==> config.mk <==
export PLATFORM = sky130hd
export DESIGN_NAME = audio_controller
export DESIGN_NICKNAME = d
export VERILOG_FILES = /design/src/rtl/audio_controller.sv
export SDC_FILE = /design/constraint.sdc
export NUM_CORES = 1
export LEC_CHECK = 0
export BUFFER_PORTS_ARGS = -buffer_cell sky130_fd_sc_hd__buf_2
export CORE_MARGIN = 1
export CORE_UTILIZATION = 60
export DETAILED_ROUTE_END_ITERATION = 6
export GPL_TIMING_DRIVEN = 0
export PLACE_DENSITY = 0.8
export SETUP_SLACK_MARGIN = 0.05
export SLEW_MARGIN = 15
export SYNTH_ARGS = -nofsm -noshare
export SYNTH_HDL_FRONTEND = slang
export SYNTH_SLANG_ARGS = --single-unit
==> constraint.sdc <==
create_clock -name clk -period 1.9 [get_ports clk]
set_input_delay 0.19 -clock clk [delete_from_list [all_inputs] [get_ports clk]]
set_output_delay 0.19 -clock clk [all_outputs]
set_load 0.02 [all_outputs]
==> src/rtl/audio_controller.sv <==
// Sound-effect generator: a hit/miss event plays a fixed-length square-wave tone as PWM audio.
// Optional feature macro: AUDIO_MISS_TONE_EN enables the miss tone on hit==2.
module audio_controller #(
    parameter int TONE_CYCLES      = 2500000,
    parameter int HIT_HALF_PERIOD  = 12500,
    parameter int MISS_HALF_PERIOD = 50000,
    parameter int PWM_BITS         = 8,
    parameter int VOLUME           = 128
) (
    input  logic       clk,
    input  logic       reset,
    input  logic [1:0] hit,
    output logic       chSel,
    output logic       audioOut,
    output logic       audioEn
);

    localparam int HALF_MAX = (HIT_HALF_PERIOD > MISS_HALF_PERIOD) ? HIT_HALF_PERIOD : MISS_HALF_PERIOD;
    localparam int DUR_W    = (TONE_CYCLES > 1) ? $clog2(TONE_CYCLES) : 1;
    localparam int HALF_W   = (HALF_MAX > 1) ? $clog2(HALF_MAX) : 1;

    localparam logic [DUR_W-1:0]    DUR_LAST  = DUR_W'(TONE_CYCLES - 1);
    localparam logic [HALF_W-1:0]   HIT_LAST  = HALF_W'(HIT_HALF_PERIOD - 1);
    localparam logic [HALF_W-1:0]   MISS_LAST = HALF_W'(MISS_HALF_PERIOD - 1);
    localparam logic [PWM_BITS-1:0] LEVEL     = PWM_BITS'(VOLUME);

    typedef enum logic {
        IDLE,
        PLAY
    } state_t;

    state_t              state;
    state_t              state_next;
    logic                trigger;
    logic                tone_done;
    logic                tone_miss;
    logic                phase;
    logic [DUR_W-1:0]    dur_cnt;
    logic [HALF_W-1:0]   half_cnt;
    logic [HALF_W-1:0]   half_last;
    logic [PWM_BITS-1:0] pwm_cnt;
    logic [PWM_BITS-1:0] sample;

`ifdef AUDIO_MISS_TONE_EN
    assign trigger = (hit == 2'd1) || (hit == 2'd2);
`else
    assign trigger = (hit == 2'd1);
`endif

    assign tone_done = (dur_cnt == DUR_LAST);
    assign half_last = tone_miss ? MISS_LAST : HIT_LAST;
    assign sample    = phase ? LEVEL : '0;
    assign chSel     = 1'b0;

    always_ff @(posedge clk) begin
        if (reset) begin
            state <= IDLE;
        end else begin
            state <= state_next;
        end
    end

    // A trigger always wins, even on the final cycle of a tone.
    always_comb begin
        state_next = state;
        audioEn    = (state == PLAY);
        if (trigger) begin
            state_next = PLAY;
        end else if ((state == PLAY) && tone_done) begin
            state_next = IDLE;
        end
    end

    always_ff @(posedge clk) begin
        if (reset) begin
            tone_miss <= 1'b0;
            dur_cnt   <= '0;
            half_cnt  <= '0;
            phase     <= 1'b0;
        end else if (trigger) begin
            tone_miss <= (hit == 2'd2);
            dur_cnt   <= '0;
            half_cnt  <= '0;
            phase     <= 1'b1;
        end else if (state_next == PLAY) begin
            dur_cnt <= dur_cnt + 1'b1;
            if (half_cnt == half_last) begin
                half_cnt <= '0;
                phase    <= ~phase;
            end else begin
                half_cnt <= half_cnt + 1'b1;
            end
        end else begin
            dur_cnt  <= '0;
            half_cnt <= '0;
            phase    <= 1'b0;
        end
    end

    // PWM carrier runs continuously so retriggers never disturb its phase.
    always_ff @(posedge clk) begin
        if (reset) begin
            pwm_cnt  <= '0;
            audioOut <= 1'b0;
        end else begin
            pwm_cnt  <= pwm_cnt + 1'b1;
            audioOut <= (state_next == PLAY) && (pwm_cnt < sample);
        end
    end

endmodule

# Word level (Yosys, flattened, before mapping)
# Index checks and enable logic that the tools add are counted.
# classes
addsub,3
order_cmp,1
eq_ne,5
n_mux,7
bitwise,2
n_reduce_logical,4
# ops
operator,n
$add A22 B1 Y22 const B,1
$eq A22 B22 Y1 const B,1
$add A16 B1 Y16 const B,1
$eq A16 B16 Y1,1
$mux W16,1
$add A8 B1 Y8 const B,1
$lt A8 B8 Y1,1
$mux W8,1
$mux W1,5
$reduce_or A4 Y1,1
$ne A3 B2 Y1 const B,1
$reduce_or A3 Y1,1
$eq A2 B1 Y1 const B,1
$eq A2 B2 Y1 const B,1
$logic_and A1 B1 Y1,2
$not A1 Y1,2
# word_totals
reg_bits,50
inputBits,4
word_cells,29

# Logic depth before layout (Yosys ltp)
# Gate-level depths: netlist (run 1).
# depth
ltp_word,6
mapped_depth,7

# Worst setup path after synthesis (run 1)
# No wires, ideal clock.
# synth_timing
kind,register -> register
start,reg dur_cnt[7]
end,reg half_cnt[12]
setup_time_ps,115
arrival_time_ps,1390
t_required_ps,1785
path_slack_ps,396
stages_incl_launch_ff,8
path_buffers,2
path_cell_list,dfxtp_1 -> nor4bb_1 -> nand4_1 -> o211ai_2 -> or2_1 -> buf_6 -> buf_6 -> nor2_1
# synth_between
elab_chain_cells,6
# synth_rtl
item,line_no,text
from (decl),38,logic [DUR_W-1:0] dur_cnt;
from (signal assigned),86,dur_cnt <= dur_cnt + 1'b1;
$eq A22 B22 Y1,50,assign tone_done = (dur_cnt == DUR_LAST);
$logic_and A1 B1 Y1,69,end else if ((state == PLAY) && tone_done) begin
$mux W1,69,
$mux W1,67,if (trigger) begin
$not A1 Y1 (no line),--,
$reduce_or A4 Y1 (no line),--,
to (signal assigned),91,half_cnt <= half_cnt + 1'b1;
to (decl),39,logic [HALF_W-1:0] half_cnt;
# No other way between the ends.
# A chain may end at the register's enable or synchronous reset.

# Final worst setup path (run 1)
# layout_timing
start,reg half_cnt[13]
end,reg half_cnt[0]
# layout_between
elab_chain_cells,2
# layout_rtl
item,line_no,text
$eq A16 B16 Y1,87,if (half_cnt == half_last) begin
$reduce_or A4 Y1 (no line),--,
# No other way between the ends.

==> run summary, run 1 <==
TritonCTS Buffers - 5
Horizontal die dimension - 62.08 um
Root buffer cell - clkbuf_4
Critical Path Start Type - flip-flop
Number of non-filler instances in the completed layout - 304
Data required time at the worst endpoint - 2.18 ns
GR Util All Layers - 0.2111
Synth top area cells - dfxtp_1 (46%), xor2_1 (10%), nor2_1 (9.4%)
Most used flip-flop cell after synthesis - dfxtp_1
Outcome - finished, final reports clean
Vias in the first global route - 1356
Global-route wire length before repair - 5.899 mm
Cell seen most often among critical-path stages - buf_6
Routed len/inst - 11.90 um
Switching Share - 0.2244
Starting density of the core - 0.6390
Worst-Skew Late Latency - 0.37 ns
Antenna violations before repair - 0
Maximum number of buffers from clock root to sink - 2
Maximum number of pins on one net before global-route repair - 15
Highest-delay cell along the critical path - dfxtp_1
Worst VDD drop - 0.5980 mV
Ys Warns - 0
CTS clk-pin slew, worst paths - 0.14 ns
Setup repair after global routing missed its margin - true
Maximum fanout count along the critical path - 10
Library cells used by synthesis - 33
Number of remaining DRC errors - 0
Setup Viol. Count Final - 0
Maximum Capacitance Violations - 0
Post-Synthesis Net Count - 249
Worst hold slack across all endpoints - 0.01845 ns
Total routed wirelength - 3.617 mm
Pins over their slew limit - 0
TritonCTS clock tree - done
Core utilization of the finished layout - 0.6896
Part of the Yosys area used for sequential elements - 0.4622
Count of flip-flops with a built-in enable after synthesis - 0
Number of top-level pins - 7
Area of the mapped netlist - 2166 sq um
Htree depth - 2
CTS sink cnt - 50
Final worst path period share - 0.9150
Number of optimization iterations in the first detailed-route pass - 4
Setup clock skew after layout - 0.01035 ns
Antenna diode instance count - 0
Delay of the slowest cell on the worst path - 0.43 ns
Static leakage - 0.8278 nW
Avg Synthesized Cell Area - 8.950 sq um
Gate count of the mapped netlist - 242
Share of post-route cells with drive strength above 1 - 0.09302
Total Neg Setup Slack - 0 ns
Number of port buffers - 5
Most used cells in the layout excluding fill and tap cells - nor2_1 (54), dfxtp_1 (50), xor2_1 (25)
Vert. Die Dim - 62.08 um
Final hold violation count - 0
Num rows - 21
Async S/R FF share, synth - 0
First DRT Iteration DRCs - 75
Die Footprint - 3854 sq um
Number of cells in the design after placement - 293
Most common library cell in the layout ignoring fill and taps - nor2_1
DP HPWL - 2.473 mm
Fraction of power consumed by combinational cells - 0.030
Synthesis-to-layout area growth - 7.914%
Via count - 1608
Largest area contributor in the netlist - dfxtp_1
Antenna viol nets, final - 0
Flop and latch count out of synthesis - 50
Net switching power of the design - 0.0003644 W
Placeable core area - 3390 sq um
Congestion Overflow GR - 0
Share of power burned in the clock network - 0.313
HP Class - input pin to flip-flop
Maximum clock frequency - 575.2 MHz
Fraction of synthesized cell area taken by the top area cell type - 0.4622
Series of cell instances along the critical path - nor4bb_1 -> nand3_1 -> a21oi_1 -> or2_1 -> buf_6 -> buf_6 -> nor2_1
Endpoint class of the critical path - flip-flop
Count of nets after finishing - 264
WP data arrival - 2.02 ns
Seq pwr share - 0.657
Classification of the worst setup path - flip-flop to flip-flop
Routed via count divided by cell count - 5.289
Total power per unit cell area - 694.9 nW/um^2
Placer Congestion - 0.8193
Min Tclk post-route - 1.738 ns
Design internal power - 0.001260 W
cells by family (layout without fill, tap and decap cells):
group,Yosys count,count (layout),synth area share
xor gates and xnor gates,40,40,0.1618
DFF,50,50,0.4622
AOI/OAI and AO/OA,7,7,0.02253
buffers and inverters,11,27,0.02889
adders and majority gates,3,3,0.01733
and+or+nand+nor,130,130,0.3056
other,1,1,0.001731
critical path: cells and delay by family, from the launching register on:
family	cells	cell delay, ns
buf+inv	2	0.25
compound gates	1	0.25
flops	1	0.43
simple gates	4	0.72
synthesized netlist by cell type, types with 3 or more instances:
master / n
dfxtp_1: 50
ha_1: 3
xnor2_1: 15
nor2_1: 54
nand2_1: 12
nor4bb_1: 4
nand3_1: 20
and3_1: 11
xor2_1: 25
inv_1: 4
nor3_1: 4
nand4_1: 10
sequential cells by signal, indices dropped and copies added, names as in the netlist:
| register | count |
|---|---|
| audioOut | 1 |
| dur_cnt | 22 |
| phase | 1 |
| pwm_cnt | 8 |
| audioEn | 1 |
| half_cnt | 16 |
| tone_miss | 1 |
per-layer routing:
| layer | vias to the layer above | part of all wire | GRT usage |
|---|---|---|---|
| met5 | - | 0 | 0 |
| met4 | 0 | 0.019 | 0.09841 |
| met3 | 5 | 0.023 | 0.04969 |
| met2 | 12 | 0.44 | 0.3040 |
| met1 | 748 | 0.52 | 0.2983 |
| li1 | 843 | - | - |
metrics by stage:
step                power (W)  instance area, sq um  setup WS, ns
finish               0.001624                  2337        0.1616
detailed placement   0.001138                  2248        0.1785
global placement     0.001137                  2248        0.1862
floorplan            0.001124                  2166        0.3956
global route         0.001681                  2337       0.03628
CTS                  0.001640                  2308        0.1558
power groups by stage:
stage | clock [W] | combinational [W] | sequential (W)
finish | 0.000508 | 0.0000492 | 0.00107
global route | 0.000557 | 0.0000550 | 0.00107
CTS | 0.000524 | 0.0000485 | 0.00107
detailed placement | 0 | 0.0000481 | 0.00109
global placement | 0 | 0.0000475 | 0.00109
floorplan | 0 | 0.0000331 | 0.00109
worst paths after layout:
kind	to	startpoint	slack [ns]	cells past startpoint
worst min-delay path	audioEn	reset	0.02	2
worst max register to register	half_cnt[0]	half_cnt[13]	0.16	7
worst max-delay path	half_cnt[0]	half_cnt[13]	0.16	7
worst min register to register	pwm_cnt[0]	pwm_cnt[0]	0.46	1
repair_timing:
action | 4_1_cts | 5_1_grt
hold buffers | 0 | 0
gates resized for setup | 0 | 1
buffers inserted | 0 | 3
setup endpoints to repair | 0 | 13
layout make-up:
class	instances	area, sq um
Multi-Input combinational cell	181	1109
Clock buffer	7	55.05
Clock inverter	1	5.005
Tap cell	46	57.56
Fill cell	270	1052
Sequential cell	50	1001
Timing Repair Buffer	8	47.55
Buffer	7	47.55
Inverter	4	15.01
Power figures use the tool's default switching activity.
==> run 2, diff against run 1 <==
--- a/config.mk
+++ b/config.mk
@@ -5,7 +5,7 @@
 export SDC_FILE = /design/constraint.sdc
 export NUM_CORES = 1
 export LEC_CHECK = 0
-export BUFFER_PORTS_ARGS = -buffer_cell sky130_fd_sc_hd__buf_2
+export BUFFER_PORTS_ARGS = -buffer_cell sky130_fd_sc_hd__buf_4
 export CORE_MARGIN = 1
 export CORE_UTILIZATION = 60
 export DETAILED_ROUTE_END_ITERATION = 6
==> run 2 against run 1 <==
Compared with the run above:
- global-route usage rose by 0.25 points
- sequential cell count did not move
- clock power rose by 28%
- sequential power barely moved
- critical path depth did not move
- non-clock buffer count did not move
- register-to-register slack got worse by 0.05 ns
- via count rose by 1.7%
- maximum frequency fell by 2.7%
- clock skew rose by 0.0036 ns
==> run summary, run 2 (synthesis results as in run 1) <==
Maximum clock frequency - 559.9 MHz
Endpoint class of the critical path - flip-flop
Number of flip-flops in the largest register - 22
Placed instance area - 2261 sq um
Htree depth - 2
Setup Viol. Count Final - 0
Number of remaining DRC errors - 0
Hold_sp - hit[1]
Maximum Capacitance Violations - 0
Vias in the first global route - 1364
Launch point of the worst reg-to-reg path - dur_cnt[8]
CTS sink cnt - 50
Number of optimization iterations in the first detailed-route pass - 6
TritonCTS Buffers - 5
Starting density of the core - 0.6390
Static leakage - 0.8415 nW
Worst setup path endpoint - half_cnt[7]
CTS clk-pin slew, worst paths - 0.16 ns
Number of top-level pins - 7
Total routed wirelength - 3.696 mm
Horizontal die dimension - 62.08 um
Data required time at the worst endpoint - 2.19 ns
WP data arrival - 2.08 ns
Die Footprint - 3854 sq um
First DRT Iteration DRCs - 62
Antenna violations before repair - 0
Classification of the worst setup path - flip-flop to flip-flop
Maximum number of buffers from clock root to sink - 2
GR Util All Layers - 0.2137
Pwr Total - 0.001770 W
Min Tclk post-route - 1.786 ns
Number of cells on the worst reg-to-reg path - 7
Most used cells in the layout excluding fill and tap cells - nor2_1 (54), dfxtp_1 (50), xor2_1 (25)
HP Class - input pin to flip-flop
Design area - 2381 sq um
Global-route wire length before repair - 5.871 mm
Placeable core area - 3390 sq um
Outcome - finished, final reports clean
Critical Path Start Type - flip-flop
Root buffer cell - clkbuf_4
Share of post-route cells with drive strength above 1 - 0.09690
Registers with the most flip-flops - dur_cnt (22), half_cnt (16), pwm_cnt (8)
Largest Register - dur_cnt
Count of nets after finishing - 264
Congestion Overflow GR - 0
Worst-Skew Late Latency - 0.38 ns
Final hold violation count - 0
TritonCTS clock tree - done
Routed via count divided by cell count - 5.378
Maximum fanout count along the critical path - 10
Maximum number of pins on one net before global-route repair - 18
Routed len/inst - 12.16 um
Via count - 1635
Num rows - 21
DP HPWL - 2.519 mm
Most common library cell in the layout ignoring fill and taps - nor2_1
Worst flop-to-flop path endpoint - half_cnt[7]
Setup clock skew after layout - 0.01398 ns
Antenna viol nets, final - 0
Synthesis-to-layout area growth - 9.936%
Worst Setup SP - dur_cnt[8]
Cell depth of the worst hold path - 3
Placer Congestion - 0.7997
Antenna diode instance count - 0
Worst VDD drop - 0.5404 mV
Pins over their slew limit - 0
Vert. Die Dim - 62.08 um
Number of port buffers - 5
Register-to-register setup slack - 0.11 ns
Total power per unit cell area - 743.4 nW/um^2
Final worst path period share - 0.9400
==> run 2: worst max-delay path, cell delays in order, from the launching register on <==
cell	delay, ns
dfxtp_1	0.46
nor4bb_1	0.29
nand4_1	0.25
o211ai_2	0.25
or2_1	0.14
buf_6	0.12
buf_6	0.14
nor2_1	0.05
==> run 2: per-layer routing <==
layer,up-vias,wire length (um),share of wire,track usage
met3,16,140,0.038,0.05797
met5,-,0,0,0
met4,0,106,0.029,0.1111
li1,842,-,-,-
met2,37,1647,0.45,0.3222
met1,740,1801,0.49,0.2803
==> run 2: final cells by class <==
| type | instances | area, sq um |
|---|---|---|
| repair buffers | 8 | 62.56 |
| inverters | 4 | 15.01 |
| clock inverters | 3 | 47.55 |
| clock buffers | 5 | 37.54 |
| flip-flops and latches | 50 | 1001 |
| plain buffers | 7 | 47.55 |
| fillers | 270 | 1008 |
| well taps | 46 | 57.56 |
| multi-input cells | 181 | 1112 |
==> run 2: how the worst min path moves through the flow <==
stage | to | slack (ns)
floorplan | audioEn | 0.27
global placement | audioEn | 0.40
detailed placement | audioEn | 0.40
CTS | audioEn | 0.12
global route | audioEn | 0.16
finish | audioEn | 0.14
==> run 2: power by group <==
| group | switching [W] | leakage (nW) | internal (W) |
|---|---|---|---|
| sequential | 0.00000894 | 0.404 | 0.00106 |
| combinational | 0.0000292 | 0.391 | 0.0000249 |
| clock | 0.000361 | 0.0462 | 0.000287 |
==> run 2: per-stage QoR <==
stage | worst slack (ns) | instances | hold slack, ns | utilization | TNS [ns]
4_1_cts | 0.1235 | 302 | 0.1236 | 0.6951 | 0
2_1_floorplan | 0.3956 | 242 | 0.2671 | - | 0
3_5_place_dp | 0.1474 | 293 | 0.4049 | 0.6670 | 0
3_3_place_gp | 0.1632 | 293 | 0.3959 | 0.6670 | 0
5_1_grt | -0.01548 | 304 | 0.1569 | 0.7025 | -0.05371
6_report | 0.1140 | 304 | 0.1447 | 0.7025 | 0
==> run 2: what timing repair did <==
item,CTS,global route
setup buffers,0,2
setup endpoints to repair,0,16
endpoints found under the hold margin,1,0
resized for setup,0,2
hold buffers,1,0
==> run 3, diff against run 2 <==
--- a/config.mk
+++ b/config.mk
@@ -5,12 +5,13 @@
 export SDC_FILE = /design/constraint.sdc
 export NUM_CORES = 1
 export LEC_CHECK = 0
+export ABC_CLOCK_PERIOD_IN_PS = 1900
 export BUFFER_PORTS_ARGS = -buffer_cell sky130_fd_sc_hd__buf_4
 export CORE_MARGIN = 1
-export CORE_UTILIZATION = 60
+export CORE_UTILIZATION = 49
 export DETAILED_ROUTE_END_ITERATION = 6
 export GPL_TIMING_DRIVEN = 0
-export PLACE_DENSITY = 0.8
+export PLACE_DENSITY = 0.68
 export SETUP_SLACK_MARGIN = 0.05
 export SLEW_MARGIN = 15
 export SYNTH_ARGS = -nofsm -noshare
==> run 3 against run 2 <==
Compared with the run above:
- sequential cell count is the same
- clock skew shrank 0.0033 ns
- non-clock buffer count shrank 2
==> run summary, run 3 (synthesis results as in run 1) <==
Classification of the worst setup path - flip-flop to flip-flop
Count of nets after finishing - 262
Static leakage - 0.8288 nW
Outcome - finished, final reports clean
Number of flip-flops in the largest register - 22
Starting density of the core - 0.5263
Number of top-level pins - 7
Maximum Capacitance Violations - 0
Data required time at the worst endpoint - 2.09 ns
Maximum number of buffers from clock root to sink - 2
CTS clk-pin slew, worst paths - 0.09 ns
Htree depth - 2
Most common library cell in the layout ignoring fill and taps - nor2_1
Met1 Routed Length - 1.926 mm
Final worst path period share - 0.8928
Largest Register - dur_cnt
Routed via count divided by cell count - 5.203
Antenna viol nets, final - 0
Slew Limit Headroom - 0.6639
TritonCTS clock tree - done
Setup repair after global routing missed its margin - false
Registers with the most flip-flops - dur_cnt (22), half_cnt (16), pwm_cnt (8)
Worst Tran Pin Value - 0.5015 ns
Filler Cell Count - 380
Critical Path Start Type - flip-flop
Min Tclk post-route - 1.696 ns
Worst VDD drop - 0.5272 mV
Global-route wire length before repair - 6.037 mm
Total power per unit cell area - 783.8 nW/um^2
Worst-Skew Late Latency - 0.31 ns
Number of cells in the design after placement - 297
Antenna diode instance count - 0
Pins over their slew limit - 0
Highest metal layer used by the detailed router - met4
Vias in the first global route - 1416
Num rows - 23
Maximum clock frequency - 589.5 MHz
Vert. Die Dim - 68.49 um
Total Neg Setup Slack - 0 ns
Synthesis-to-layout area growth - 10.17%
DP HPWL - 2.499 mm
Via count - 1592
Horizontal die dimension - 68.49 um
Most used cells in the layout excluding fill and tap cells - nor2_1 (54), dfxtp_1 (50), xor2_1 (25)
CTS sink cnt - 50
Placeable core area - 4115 sq um
Endpoint class of the critical path - flip-flop
HP Class - input pin to flip-flop
TritonCTS Buffers - 5
First DRT Iteration DRCs - 57
WP data arrival - 1.89 ns
Setup clock skew after layout - 0.01071 ns
Maximum number of pins on one net before global-route repair - 17
Number of port buffers - 5
Placer Congestion - 0.7863
Total routed wirelength - 3.605 mm
Root buffer cell - clkbuf_8
Number of non-filler instances in the completed layout - 306
Share of post-route cells with drive strength above 1 - 0.08984
Die Footprint - 4690 sq um
Wire length on met3 - 89 um
Number of remaining DRC errors - 0
Hold buffers post-CTS - 0
GR Util All Layers - 0.1733
Final hold violation count - 0
Maximum fanout count along the critical path - 7
Congestion Overflow GR - 0
Antenna violations before repair - 0
Number of optimization iterations in the first detailed-route pass - 4
Setup Viol. Count Final - 0
Routed length on met2 - 1.553 mm
Routed len/inst - 11.78 um
## run 3: final timing paths
check / from / end / slack (ns) / depth (start not counted)
setup / recovery: dur_cnt[0] / dur_cnt[12] / 0.20 / 6
hold / removal: reset / audioEn / 0.08 / 2
setup reg to reg: dur_cnt[0] / dur_cnt[12] / 0.20 / 6
hold reg to reg: pwm_cnt[0] / pwm_cnt[0] / 0.45 / 1
## run 3: per-stage QoR
step / hold slack, ns / total power (W) / util / instance area (sq um) / worst slack [ns]
after CTS: 0.06978 / 0.001893 / 0.5780 / 2379 / 0.1461
after floorplan: 0.2671 / 0.001124 / - / 2166 / 0.3956
after global routing: 0.06363 / 0.001939 / 0.5798 / 2386 / 0.05842
after detailed placement: 0.4043 / 0.001141 / 0.5506 / 2266 / 0.1553
final: 0.08267 / 0.001870 / 0.5798 / 2386 / 0.2036
after global placement: 0.3975 / 0.001141 / 0.5506 / 2266 / 0.1755
## run 3: critical path, stage by stage (launching register included)
cell and delay, ns:
dfxtp_1 0.38, ha_1 0.27, inv_1 0.07, nor3_2 0.45, and3_1 0.25, xnor2_1 0.11, nor2_1 0.05
## run 3: final cells by class
cell class | instances | area [sq um] | area share
Clock buffer | 5 | 68.82 | 0.02884
Tap cell | 50 | 62.56 | 0.02622
Clock inverter | 3 | 43.79 | 0.01835
Buffer | 7 | 47.55 | 0.01993
Sequential cell | 50 | 1001 | 0.4195
Timing Repair Buffer | 6 | 45.04 | 0.01888
Multi-Input combinational cell | 181 | 1102 | 0.4620
Inverter | 4 | 15.01 | 0.006293
## run 3: routing by layer
metal | track usage | vias up
li1 | - | 836
met1 | 0.2261 | 740
met2 | 0.2659 | 12
met3 | 0.05000 | 4
met4 | 0.07031 | 0
met5 | 0 | -
## run 3: power breakdown
group          leakage [nW]  internal [W]  switching (W)  total (W)
logic                 0.366     0.0000236      0.0000278  0.0000514
clock network        0.0585      0.000395       0.000358   0.000753
registers             0.404       0.00106     0.00000861    0.00107
total                 0.829       0.00148       0.000394    0.00187
## run 3: timing repair
action / 4_1_cts / 5_1_grt
buffers inserted: 0 / 1
endpoints found under the setup margin: 0 / 10
endpoints found under the hold margin: 0 / 0
resized for setup: 0 / 0
